**src/rtl/decode_stage_p_if.sv**
```systemverilog
// ---------------------------------------------------------------------------
// decode_stage_p_if
//   Bundles every non-clock/reset signal of the decode stage.
//   master : fetch/control/writeback side (drives instruction, control,
//            writeback and forward inputs; observes operands and redirect)
//   slave  : the decode stage itself
//
//   Signals (DW = datapath width, >= 16):
//     instr[15:0], instr_valid, stall, flush           instruction + pipe control
//     wr_en, wr_addr[2:0], wr_data[DW-1:0]             writeback port
//     fwd_en, fwd_addr[2:0], fwd_data[DW-1:0]          EX-stage forward
//     next_pc[DW-1:0]                                  PC of following instr
//     sign_ext_sel[1:0], zero_ext8, data2_sel, load_r7 operand selection
//     branch, br_cond[1:0], jump, pc_base_sel,
//     br_imm_sel                                       control-flow resolution
//     data1_q, data2_q, valid_q                        registered D/E outputs
//     true_pc, redirect                                combinational fetch steer
//
//   Flow control: valid_q qualifies data1_q/data2_q. There is no ready;
//   the downstream side holds the register with stall and kills it with
//   flush (flush beats stall). redirect is only ever raised for a valid,
//   non-stalled instruction.
// ---------------------------------------------------------------------------
interface decode_stage_p_if #(
    parameter int DW = 16
);
    logic [15:0]   instr;
    logic          instr_valid;
    logic          stall;
    logic          flush;
    logic          wr_en;
    logic [2:0]    wr_addr;
    logic [DW-1:0] wr_data;
    logic          fwd_en;
    logic [2:0]    fwd_addr;
    logic [DW-1:0] fwd_data;
    logic [DW-1:0] next_pc;
    logic [1:0]    sign_ext_sel;
    logic          zero_ext8;
    logic          data2_sel;
    logic          load_r7;
    logic          branch;
    logic [1:0]    br_cond;
    logic          jump;
    logic          pc_base_sel;
    logic          br_imm_sel;
    logic [DW-1:0] data1_q;
    logic [DW-1:0] data2_q;
    logic          valid_q;
    logic [DW-1:0] true_pc;
    logic          redirect;

    modport master (
        output instr, instr_valid, stall, flush,
        output wr_en, wr_addr, wr_data,
        output fwd_en, fwd_addr, fwd_data,
        output next_pc, sign_ext_sel, zero_ext8, data2_sel, load_r7,
        output branch, br_cond, jump, pc_base_sel, br_imm_sel,
        input  data1_q, data2_q, valid_q, true_pc, redirect
    );

    modport slave (
        input  instr, instr_valid, stall, flush,
        input  wr_en, wr_addr, wr_data,
        input  fwd_en, fwd_addr, fwd_data,
        input  next_pc, sign_ext_sel, zero_ext8, data2_sel, load_r7,
        input  branch, br_cond, jump, pc_base_sel, br_imm_sel,
        output data1_q, data2_q, valid_q, true_pc, redirect
    );
endinterface

```
**src/rtl/decode_stage_p.sv**
```systemverilog
// ---------------------------------------------------------------------------
// decode_stage_p
//   Decode stage of the 16-bit-instruction CPU with a DW-wide datapath:
//   8-entry register file, two-level read bypass (EX forward over
//   writeback over array), immediate generation, branch/jump target
//   resolution and the decode/execute pipeline register.
//
//   Parameters
//     DW       datapath/register/PC width (>= 16)
//     RST_VAL  reset value of every register-file entry
//   Ports
//     clk      rising-edge clock
//     rst      asynchronous active-low reset
//     bus      decode_stage_p_if.slave (instruction, control, writeback,
//              forward, operands, redirect)
//
//   Timing: redirect/true_pc are combinational from the current inputs;
//   data1_q/data2_q/valid_q appear one edge later.
// ---------------------------------------------------------------------------
module decode_stage_p #(
    parameter int            DW      = 16,
    parameter logic [DW-1:0] RST_VAL = '0
) (
    input  logic             clk,
    input  logic             rst,
    decode_stage_p_if.slave  bus
);

    // ---------------- state ----------------
    logic [DW-1:0] regs_q [8];
    logic [DW-1:0] data1_q, data1_d;
    logic [DW-1:0] data2_q, data2_d;
    logic          valid_q, valid_d;

    // ---------------- register addresses ----------------
    logic [2:0] rs_addr;
    logic [2:0] rt_addr;
    assign rs_addr = bus.instr[10:8];
    assign rt_addr = bus.instr[7:5];

    // Opcode bits are decoded upstream into the control inputs.
    logic unused_instr_bits;
    assign unused_instr_bits = ^bus.instr[15:11];

    // ---------------- read bypass ----------------
    // Later assignment wins, so the EX forward overrides a same-cycle
    // writeback to the same register, which overrides the array.
    logic [DW-1:0] rs_val;
    logic [DW-1:0] rt_val;

    always_comb begin
        rs_val = regs_q[rs_addr];
        if (bus.wr_en && (bus.wr_addr == rs_addr)) begin
            rs_val = bus.wr_data;
        end
        if (bus.fwd_en && (bus.fwd_addr == rs_addr)) begin
            rs_val = bus.fwd_data;
        end
    end

    always_comb begin
        rt_val = regs_q[rt_addr];
        if (bus.wr_en && (bus.wr_addr == rt_addr)) begin
            rt_val = bus.wr_data;
        end
        if (bus.fwd_en && (bus.fwd_addr == rt_addr)) begin
            rt_val = bus.fwd_data;
        end
    end

    // ---------------- immediates ----------------
    logic [DW-1:0] sx5;
    logic [DW-1:0] sx8;
    logic [DW-1:0] sx11;
    logic [DW-1:0] zext;
    logic [DW-1:0] imm;

    assign sx5  = {{(DW-5){bus.instr[4]}},   bus.instr[4:0]};
    assign sx8  = {{(DW-8){bus.instr[7]}},   bus.instr[7:0]};
    assign sx11 = {{(DW-11){bus.instr[10]}}, bus.instr[10:0]};
    assign zext = bus.zero_ext8 ? {{(DW-8){1'b0}}, bus.instr[7:0]}
                                : {{(DW-4){1'b0}}, bus.instr[3:0]};

    always_comb begin
        imm = sx5;
        case (bus.sign_ext_sel)
            2'b00:   imm = sx5;
            2'b01:   imm = sx8;
            2'b10:   imm = sx11;
            default: imm = zext;
        endcase
    end

    // ---------------- operands ----------------
    logic [DW-1:0] data1;
    logic [DW-1:0] data2;
    assign data1 = bus.load_r7   ? bus.next_pc : rs_val;
    assign data2 = bus.data2_sel ? imm         : rt_val;

    // ---------------- branch / jump resolution ----------------
    // The condition looks at the bypassed Rs value, not at data1, so a
    // link (load_r7) in the same instruction does not disturb it.
    logic cond;
    always_comb begin
        cond = 1'b0;
        case (bus.br_cond)
            2'b00:   cond = (rs_val == '0);
            2'b01:   cond = (rs_val != '0);
            2'b10:   cond = rs_val[DW-1];
            default: cond = ~rs_val[DW-1];
        endcase
    end

    logic [DW-1:0] target_base;
    logic [DW-1:0] target_off;
    logic [DW-1:0] target;
    assign target_base = bus.pc_base_sel ? bus.next_pc : rs_val;
    assign target_off  = bus.br_imm_sel  ? sx11        : sx8;
    assign target      = target_base + target_off;   // wraps modulo 2^DW

    // jump needs no condition, so jump+branch always redirects.
    logic redirect;
    assign redirect = bus.instr_valid & ~bus.stall & (bus.jump | (bus.branch & cond));

    assign bus.redirect = redirect;
    assign bus.true_pc  = redirect ? target : bus.next_pc;

    // ---------------- pipeline register next state ----------------
    // Flush only kills valid; the data fields are don't-care once invalid
    // so they are left alone.
    always_comb begin
        data1_d = data1_q;
        data2_d = data2_q;
        valid_d = valid_q;
        if (bus.flush) begin
            valid_d = 1'b0;
        end else if (!bus.stall) begin
            data1_d = data1;
            data2_d = data2;
            valid_d = bus.instr_valid;
        end
    end

    // ---------------- sequential ----------------
    // Writeback is independent of stall/flush.
    always_ff @(posedge clk or negedge rst) begin
        if (!rst) begin
            for (int i = 0; i < 8; i++) begin
                regs_q[i] <= RST_VAL;
            end
            data1_q <= '0;
            data2_q <= '0;
            valid_q <= 1'b0;
        end else begin
            if (bus.wr_en) begin
                regs_q[bus.wr_addr] <= bus.wr_data;
            end
            data1_q <= data1_d;
            data2_q <= data2_d;
            valid_q <= valid_d;
        end
    end

    assign bus.data1_q = data1_q;
    assign bus.data2_q = data2_q;
    assign bus.valid_q = valid_q;

endmodule

```
**src/flat_wrapper.sv**
```systemverilog
// flat-port wrapper written by rule: the top's interface ports become plain ports
module decode_stage_p_flat 
#(
    parameter int            DW      = 16,
    parameter logic [DW-1:0] RST_VAL = '0
)
  (clk, rst, bus_instr, bus_instr_valid, bus_stall, bus_flush, bus_wr_en, bus_wr_addr, bus_wr_data, bus_fwd_en, bus_fwd_addr, bus_fwd_data, bus_next_pc, bus_sign_ext_sel, bus_zero_ext8, bus_data2_sel, bus_load_r7, bus_branch, bus_br_cond, bus_jump, bus_pc_base_sel, bus_br_imm_sel, bus_data1_q, bus_data2_q, bus_valid_q, bus_true_pc, bus_redirect);
  decode_stage_p_if #(.DW(DW)) bus_i ();
  input  logic clk;
  input  logic rst;
  input wire logic [$bits(bus_i.instr)-1:0] bus_instr;
  input wire logic [$bits(bus_i.instr_valid)-1:0] bus_instr_valid;
  input wire logic [$bits(bus_i.stall)-1:0] bus_stall;
  input wire logic [$bits(bus_i.flush)-1:0] bus_flush;
  input wire logic [$bits(bus_i.wr_en)-1:0] bus_wr_en;
  input wire logic [$bits(bus_i.wr_addr)-1:0] bus_wr_addr;
  input wire logic [$bits(bus_i.wr_data)-1:0] bus_wr_data;
  input wire logic [$bits(bus_i.fwd_en)-1:0] bus_fwd_en;
  input wire logic [$bits(bus_i.fwd_addr)-1:0] bus_fwd_addr;
  input wire logic [$bits(bus_i.fwd_data)-1:0] bus_fwd_data;
  input wire logic [$bits(bus_i.next_pc)-1:0] bus_next_pc;
  input wire logic [$bits(bus_i.sign_ext_sel)-1:0] bus_sign_ext_sel;
  input wire logic [$bits(bus_i.zero_ext8)-1:0] bus_zero_ext8;
  input wire logic [$bits(bus_i.data2_sel)-1:0] bus_data2_sel;
  input wire logic [$bits(bus_i.load_r7)-1:0] bus_load_r7;
  input wire logic [$bits(bus_i.branch)-1:0] bus_branch;
  input wire logic [$bits(bus_i.br_cond)-1:0] bus_br_cond;
  input wire logic [$bits(bus_i.jump)-1:0] bus_jump;
  input wire logic [$bits(bus_i.pc_base_sel)-1:0] bus_pc_base_sel;
  input wire logic [$bits(bus_i.br_imm_sel)-1:0] bus_br_imm_sel;
  output wire logic [$bits(bus_i.data1_q)-1:0] bus_data1_q;
  output wire logic [$bits(bus_i.data2_q)-1:0] bus_data2_q;
  output wire logic [$bits(bus_i.valid_q)-1:0] bus_valid_q;
  output wire logic [$bits(bus_i.true_pc)-1:0] bus_true_pc;
  output wire logic [$bits(bus_i.redirect)-1:0] bus_redirect;
  assign bus_i.instr = bus_instr;
  assign bus_i.instr_valid = bus_instr_valid;
  assign bus_i.stall = bus_stall;
  assign bus_i.flush = bus_flush;
  assign bus_i.wr_en = bus_wr_en;
  assign bus_i.wr_addr = bus_wr_addr;
  assign bus_i.wr_data = bus_wr_data;
  assign bus_i.fwd_en = bus_fwd_en;
  assign bus_i.fwd_addr = bus_fwd_addr;
  assign bus_i.fwd_data = bus_fwd_data;
  assign bus_i.next_pc = bus_next_pc;
  assign bus_i.sign_ext_sel = bus_sign_ext_sel;
  assign bus_i.zero_ext8 = bus_zero_ext8;
  assign bus_i.data2_sel = bus_data2_sel;
  assign bus_i.load_r7 = bus_load_r7;
  assign bus_i.branch = bus_branch;
  assign bus_i.br_cond = bus_br_cond;
  assign bus_i.jump = bus_jump;
  assign bus_i.pc_base_sel = bus_pc_base_sel;
  assign bus_i.br_imm_sel = bus_br_imm_sel;
  assign bus_data1_q = bus_i.data1_q;
  assign bus_data2_q = bus_i.data2_q;
  assign bus_valid_q = bus_i.valid_q;
  assign bus_true_pc = bus_i.true_pc;
  assign bus_redirect = bus_i.redirect;
  decode_stage_p #(.DW(DW), .RST_VAL(RST_VAL)) u_core (.clk(clk), .rst(rst), .bus(bus_i));
endmodule
```
**config.mk**
```make
export PLATFORM = sky130hd
export DESIGN_NAME = decode_stage_p_flat
export DESIGN_NICKNAME = d
export VERILOG_FILES = /design/src/rtl/decode_stage_p_if.sv /design/src/rtl/decode_stage_p.sv /design/src/flat_wrapper.sv
export SDC_FILE = /design/constraint.sdc
export NUM_CORES = 1
export LEC_CHECK = 0
export CAP_MARGIN = 20
export CELL_PAD_IN_SITES_DETAIL_PLACEMENT = 2
export CELL_PAD_IN_SITES_GLOBAL_PLACEMENT = 2
export CORE_UTILIZATION = 41
export DETAILED_ROUTE_END_ITERATION = 8
export PLACE_DENSITY_LB_ADDON = 0.1
export SETUP_SLACK_MARGIN = 0.15
export SLEW_MARGIN = 30
export SYNTH_ARGS = -nofsm -noshare
export SYNTH_HDL_FRONTEND = slang
export SYNTH_SLANG_ARGS = --single-unit
```
**constraint.sdc**
```tcl
create_clock -name clk -period 17.8 [get_ports clk]
set_clock_uncertainty 0.1 [all_clocks]
set_input_delay 4.45 -clock clk [delete_from_list [all_inputs] [get_ports clk]]
set_output_delay 4.45 -clock clk [all_outputs]
set_load 0.005 [all_outputs]
```
## Word level (Yosys, flattened, before mapping)

Index checks and enable logic that the tools add are counted.

- Register bits after elaboration: 161
- Input port bits: 88
- Output and inout port bits: 50
- Word-level logic and storage cells: 68

- Add/subtract/negate cells: 1
- Order comparisons: 4
- Eq/ne operators: 9
- Multiplexer cells: 23
- Bitwise logic cells: 10
- Reduce and logical (&&, ||, !) cells: 10

Operators by type and width:

| operator | count |
|---|---|
| two-way mux 16 bit | 14 |
| bitwise mux 128 bit | 1 |
| binary-select mux 16 bit (select 3 bit) | 2 |
| demux 16 bit (select 3 bit) | 1 |
| case mux 16 bit (3 select lines) | 1 |
| adder 16 bit | 1 |
| zero test 16 bit | 1 |
| nonzero test 16 bit | 1 |
| equality test 3 bit | 4 |
| greater-or-equal comparator 4 bit (second input constant) | 3 |
| NOT 3 -> 4 bit | 3 |
| two-way mux 8 bit | 1 |
| logical AND 1 bit | 5 |
| equality test 2 x 1 -> 1 bit (second input constant) | 2 |
| equality test 2 bit (second input constant) | 2 |
| zero test 2 bit | 2 |
| less-than comparator 4 x 1 -> 1 bit (second input constant) | 1 |
| AND 1 bit | 3 |
| NOT 1 bit | 3 |
| case mux 1 bit (3 select lines) | 1 |
| two-way mux 1 bit | 2 |
| != test 2 x 1 -> 1 bit (second input constant) | 1 |
| AND reduction 2 bit | 1 |
| bitwise OR 1 bit | 1 |

## Longest topological paths before layout

- Word-level depth: 12
- Mapped depth: 20
- Depth with buffers taken out: 16

## Worst setup path after synthesis

Ideal clock, no wire load.

- Path type: input to output
- From: input bus_instr[10]
- To: output bus_true_pc[14]
- Arrival time: 8.671 ns
- Slack: 4.579 ns
- Stages: 18
- Cell sequence: buf_2 > buf_1 > buf_2 > mux4_2 > mux2i_1 > a221oi_1 > or2_2 > mux2_2 > ha_1 > a21o_1 > a21oi_1 > o21ai_0 > a31o_2 > a211oi_1 > o21a_1 > nor4b_1 > or3b_2 > mux2_1

- Cells in the longest elaborated chain, start to end: 12
- Elaborated cells on any way between the ends: 21
- Classes of those cells: 1 x add/sub; 2 x eq/ne; 9 x mux; 5 x bitwise; 4 x reduce/logical

Ends and longest elaborated chain:

| element | line | RTL |
|---|---|---|
| start: declaration | flat_wrapper.sv:11 | `input wire logic [$bits(bus_i.instr)-1:0] bus_instr;` |
| parallel branches: the longest is 11 deep, another holds adder 16 bit | n/a |  |
| two-way mux 16 bit (*) | decode_stage_p.sv:126 | `assign bus.true_pc = redirect ? target : bus.next_pc;` |
| end: declaration | flat_wrapper.sv:34 | `output wire logic [$bits(bus_i.true_pc)-1:0] bus_true_pc;` |

Every way passes the cells marked *. The select of a mux whose other input is x is not followed.

## Worst setup path in the final report

- From: input bus_wr_addr[0]
- To: output bus_true_pc[14]

- Cells in the longest elaborated chain, start to end: 10
- Elaborated cells on any way between the ends: 14
- Classes of those cells: 1 x add/sub; 1 x eq/ne; 5 x mux; 4 x bitwise; 3 x reduce/logical

Ends and longest elaborated chain:

| element | line | RTL |
|---|---|---|
| start: declaration | flat_wrapper.sv:16 | `input wire logic [$bits(bus_i.wr_addr)-1:0] bus_wr_addr;` |
| equality test 3 bit (*) | decode_stage_p.sv:53 | `if (bus.wr_en && (bus.wr_addr == rs_addr)) begin` |
| logical AND 1 bit (*) | decode_stage_p.sv:53 |  |
| two-way mux 16 bit (*) | decode_stage_p.sv:53 |  |
| two-way mux 16 bit (*) | decode_stage_p.sv:56 | `if (bus.fwd_en && (bus.fwd_addr == rs_addr)) begin` |
| parallel branches: the longest is 5 deep, another holds adder 16 bit | n/a |  |
| two-way mux 16 bit (*) | decode_stage_p.sv:126 |  |

Every way passes the cells marked *.

==> results.sh <==
export IMPL_synth_top_cell_by_area="dfrtp_1"
export IMPL_num_fill_cells=2356
export IMPL_wl_met1_mm=15.9
export IMPL_synth_top_cell_area_share_pct=38.7
export IMPL_grt_pass1_vias=9265
export IMPL_gr_usage_all_layers_pct=30.0
export IMPL_cts_max_path_buffers=2
export IMPL_die_area_um2=26000
export IMPL_synth_area_um2=10400
export IMPL_drive_gt1_share_pct=29.9
export IMPL_synth_flop_cell="dfrtp_1"
export IMPL_post_cts_buffers=0
export IMPL_vias=8071
export IMPL_yosysWarnings=0
export IMPL_grt_pass1_wl_mm=58.4
export IMPL_path_delay_family="compound AO/OA/AOI/OAI gates"
export IMPL_antenna_found_initial=1
export IMPL_hpwl_mm=24.3
export IMPL_core_um2=24600
export IMPL_pre_cts_slack_ns=2.39
export IMPL_hp_start="u_core.bus.data1_q[13]"
export IMPL_fmaxAchievable_mhz=64.7
export IMPL_startpoint_type="input pin"
export IMPL_cts_num_sinks=161
export IMPL_vdd_drop_max_mv=0.0682
export IMPL_drc=0
export IMPL_dieWidth_um=161
export IMPL_viasPerCell=6.18
export IMPL_io_buffers=132
export IMPL_syn_nets=980
export IMPL_endpoint_kind="primary output"
export IMPL_initial_core_util_pct=42.3
export IMPL_startpoint="bus_wr_addr[0]"
export IMPL_synth_commonest_cells="dfrtp_1 (161), mux2_2 (152), mux4_2 (62)"
export IMPL_cts_clk_slew_worst_paths_ns=0.08
export IMPL_cts_hold_buf=0
export IMPL_wl_mm=37.3
export IMPL_path_cells="clkdlybuf4s50_1 -> xor2_4 -> or4b_1 -> a221o_1 -> nand3_1 -> o21a_1 -> ha_1 -> fa_1 -> a21o_1 -> a21oi_1 -> o21ai_0 -> a31o_2 -> a211oi_1 -> o21a_1 -> nor4b_1 -> or3b_2 -> mux2_1 -> clkdlybuf4s50_1"
export IMPL_highest_layer="met4"
export IMPL_h_tree_depth=4
export IMPL_combPwrFrac_pct=32.7
export IMPL_critical_path_class="input pin to primary output"
export IMPL_finalHoldViolCount=0
export IMPL_p_seq_share_pct=37.2
export IMPL_drv_cap=0
export IMPL_crit_fanout=17
export IMPL_die_h_um=161
export IMPL_p_int_mw=0.927
export IMPL_met3_length_mm=1.58
export IMPL_placementRows=57
export IMPL_slew_limit_headroom_pct=38.9
export IMPL_p_clk_share_pct=30.0
export IMPL_ys_seq_area_share_pct=38.7
export IMPL_maxSlewViolCount=0
export IMPL_slowest_stage="clkdlybuf4s50_1"
export IMPL_cts_tree="yes"
export IMPL_synth_area_per_cell_um2=11.9
export IMPL_numCtsBuffers=17
export IMPL_synthCells=875
export IMPL_crit_arrival_ns=10.90
export IMPL_fin_util_pct=51.2
export IMPL_period_share_pct=86.8
export IMPL_dr_pass1_iters=4
export IMPL_grt_start_max_net_pins=84
export IMPL_r2r_start="u_core.regs_q[6]"
export IMPL_yosys_register_bits=161
export IMPL_critPathMaxStageDelay_ns=0.91
export IMPL_io_pins=138
export IMPL_setup_viol=0
export IMPL_synthTopCellsByArea="dfrtp_1 (39%), mux2_2 (16%), mux4_2 (13%), mux2i_1 (4.1%), o21ai_0 (2.8%)"
export IMPL_powerDensity_nw_per_um2=109
export IMPL_final_nets=1075
export IMPL_place_gp_congestion=0.820
export IMPL_leakage_nw=5.09
export IMPL_synth_most_common_cell="dfrtp_1"
export IMPL_postRouteAntennaNets=0
export IMPL_syn_to_final_growth_pct=21.1
export IMPL_power_switching_mw=0.451
export IMPL_grt_overflow_total=0
export IMPL_ys_async_sr_fraction_pct=100
export IMPL_p_sw_share_pct=32.7
export IMPL_worst_pin_slew_ns=0.914
export IMPL_wl_per_cell_um=28.6
export IMPL_crit_required_ns=13.25
export IMPL_path_buf_inv=2
export IMPL_fin_crit_ns=15.45
export IMPL_finalWorstSetupSlack_ns=2.35
export IMPL_rsz0062_at_grt="no"
export IMPL_synth_edf_count=0
export IMPL_status="complete, no violations"
export IMPL_tns_ns=0
export IMPL_cts_root_buf="clkbuf_16"
export IMPL_drt_iter0_markers=429
export IMPL_cts_repair_resized=0
export IMPL_clock_latency_ns=0.43
export IMPL_wl_met2_mm=18.8
export IMPL_hp_class="flop to flop"
export IMPL_ys_types=59
## placed cells by master, fill, tap and decap left out, drive strengths merged, types with 3 or more instances in the layout
| master | Yosys | routed |
|---|---|---|
| o21a | 8 | 8 |
| clkbuf | 48 | 18 |
| nand2b | 3 | 3 |
| and2 | 6 | 6 |
| nor3b | 18 | 18 |
| nand4b | 3 | 3 |
| inv | 4 | 11 |
| nor2 | 35 | 35 |
| nand3 | 7 | 7 |
| xnor2 | 18 | 18 |
| dfrtp | 161 | 161 |
| mux2 | 158 | 158 |
| a211oi | 13 | 13 |
| a221oi | 10 | 10 |
| or2 | 7 | 7 |
| a2111oi | 5 | 5 |
| nor3 | 7 | 7 |
| clkdlybuf4s50 | 0 | 125 |
| ha | 16 | 16 |
| a221o | 6 | 6 |
| xor2 | 7 | 7 |
| o211ai | 4 | 4 |
| a21oi | 39 | 39 |
| nand4 | 6 | 6 |
| o21ai | 59 | 59 |
| bufinv | 0 | 4 |
| mux4 | 64 | 64 |
| nand2 | 58 | 58 |
| o2111ai | 3 | 3 |
| mux2i | 43 | 43 |
| buf | 29 | 27 |
| a21o | 9 | 9 |
## metrics by stage
stage                     cells  instance area (µm²)  power, mW  hold WS [ns]
after CTS                  1306                12600       1.38         0.390
after detailed placement   1275                12000      0.954         0.375
after global placement     1272                11900      0.917         0.364
after global routing       1307                12600       1.44         0.430
after floorplan             875                10400      0.775         0.373
final                      1307                12600       1.38         0.386
## layer usage
metal	vias to the layer above	track usage, %
met5	-	0
met1	4249	38.1
li1	3506	-
met3	69	3.98
met4	0	10.8
met2	247	52.3
## registers in the layout (all words and copies together) (netlist names)
register and flops:
u_core.bus.data1_q 16, u_core.bus.valid_q 1, u_core.regs_q 128, u_core.bus.data2_q 16
## power by group through the flow
stage	registers, mW	logic [mW]	clock network (mW)
floorplan	0.488	0.287	0
global placement	0.498	0.418	0
detailed placement	0.513	0.441	0
CTS	0.510	0.453	0.421
global route	0.521	0.486	0.433
finish	0.513	0.451	0.414
## worst register-to-register path, stage by stage, from the launching register on
cell	delay (ns)
dfrtp_1	0.39
mux4_2	0.50
mux2i_1	0.21
nand2_1	0.12
o21ai_0	0.23
o21ai_0	0.28
o21ai_0	0.26
o21ai_0	0.11
## cell type report
type                       count  area, µm²  area share [%]
antenna                        1       2.50          0.0198
clock buffer                  17        425            3.37
clock inverter                14        215            1.71
inverter                       4       15.0           0.119
multi-input combinational    633       6050            48.0
sequential                   161       4030            32.0
tap                          324        405            3.22
timing repair buffer         153       1470            11.7
## kinds of logic (layout without fill, tap and decap cells)
| kind of cell | count (synthesis) | after routing | share of synthesized area [%] |
|---|---|---|---|
| compound gates | 165 | 165 | 10.2 |
| mux | 265 | 265 | 35.1 |
| xor+xnor | 25 | 25 | 2.28 |
| flops | 161 | 161 | 38.7 |
| buf+inv | 81 | 188 | 3.75 |
| fa+ha+maj | 17 | 17 | 2.11 |
| simple gates | 161 | 161 | 7.87 |
| other cells | 0 | 1 | 0 |
## worst paths after layout
path / endpoint / slack [ns] / cells after the start
min: u_core.bus.data1_q[13] / 0.39 / 2
min in group asynchronous: u_core.bus.data2_q[7] / 3.99 / 1
min reg2reg: u_core.bus.data1_q[13] / 0.39 / 2
max in group asynchronous: u_core.regs_q[31] / 12.34 / 2
max reg2reg: u_core.bus.data2_q[6] / 15.47 / 7
max: bus_true_pc[14] / 2.35 / 18
Power figures use the tool's default switching activity.
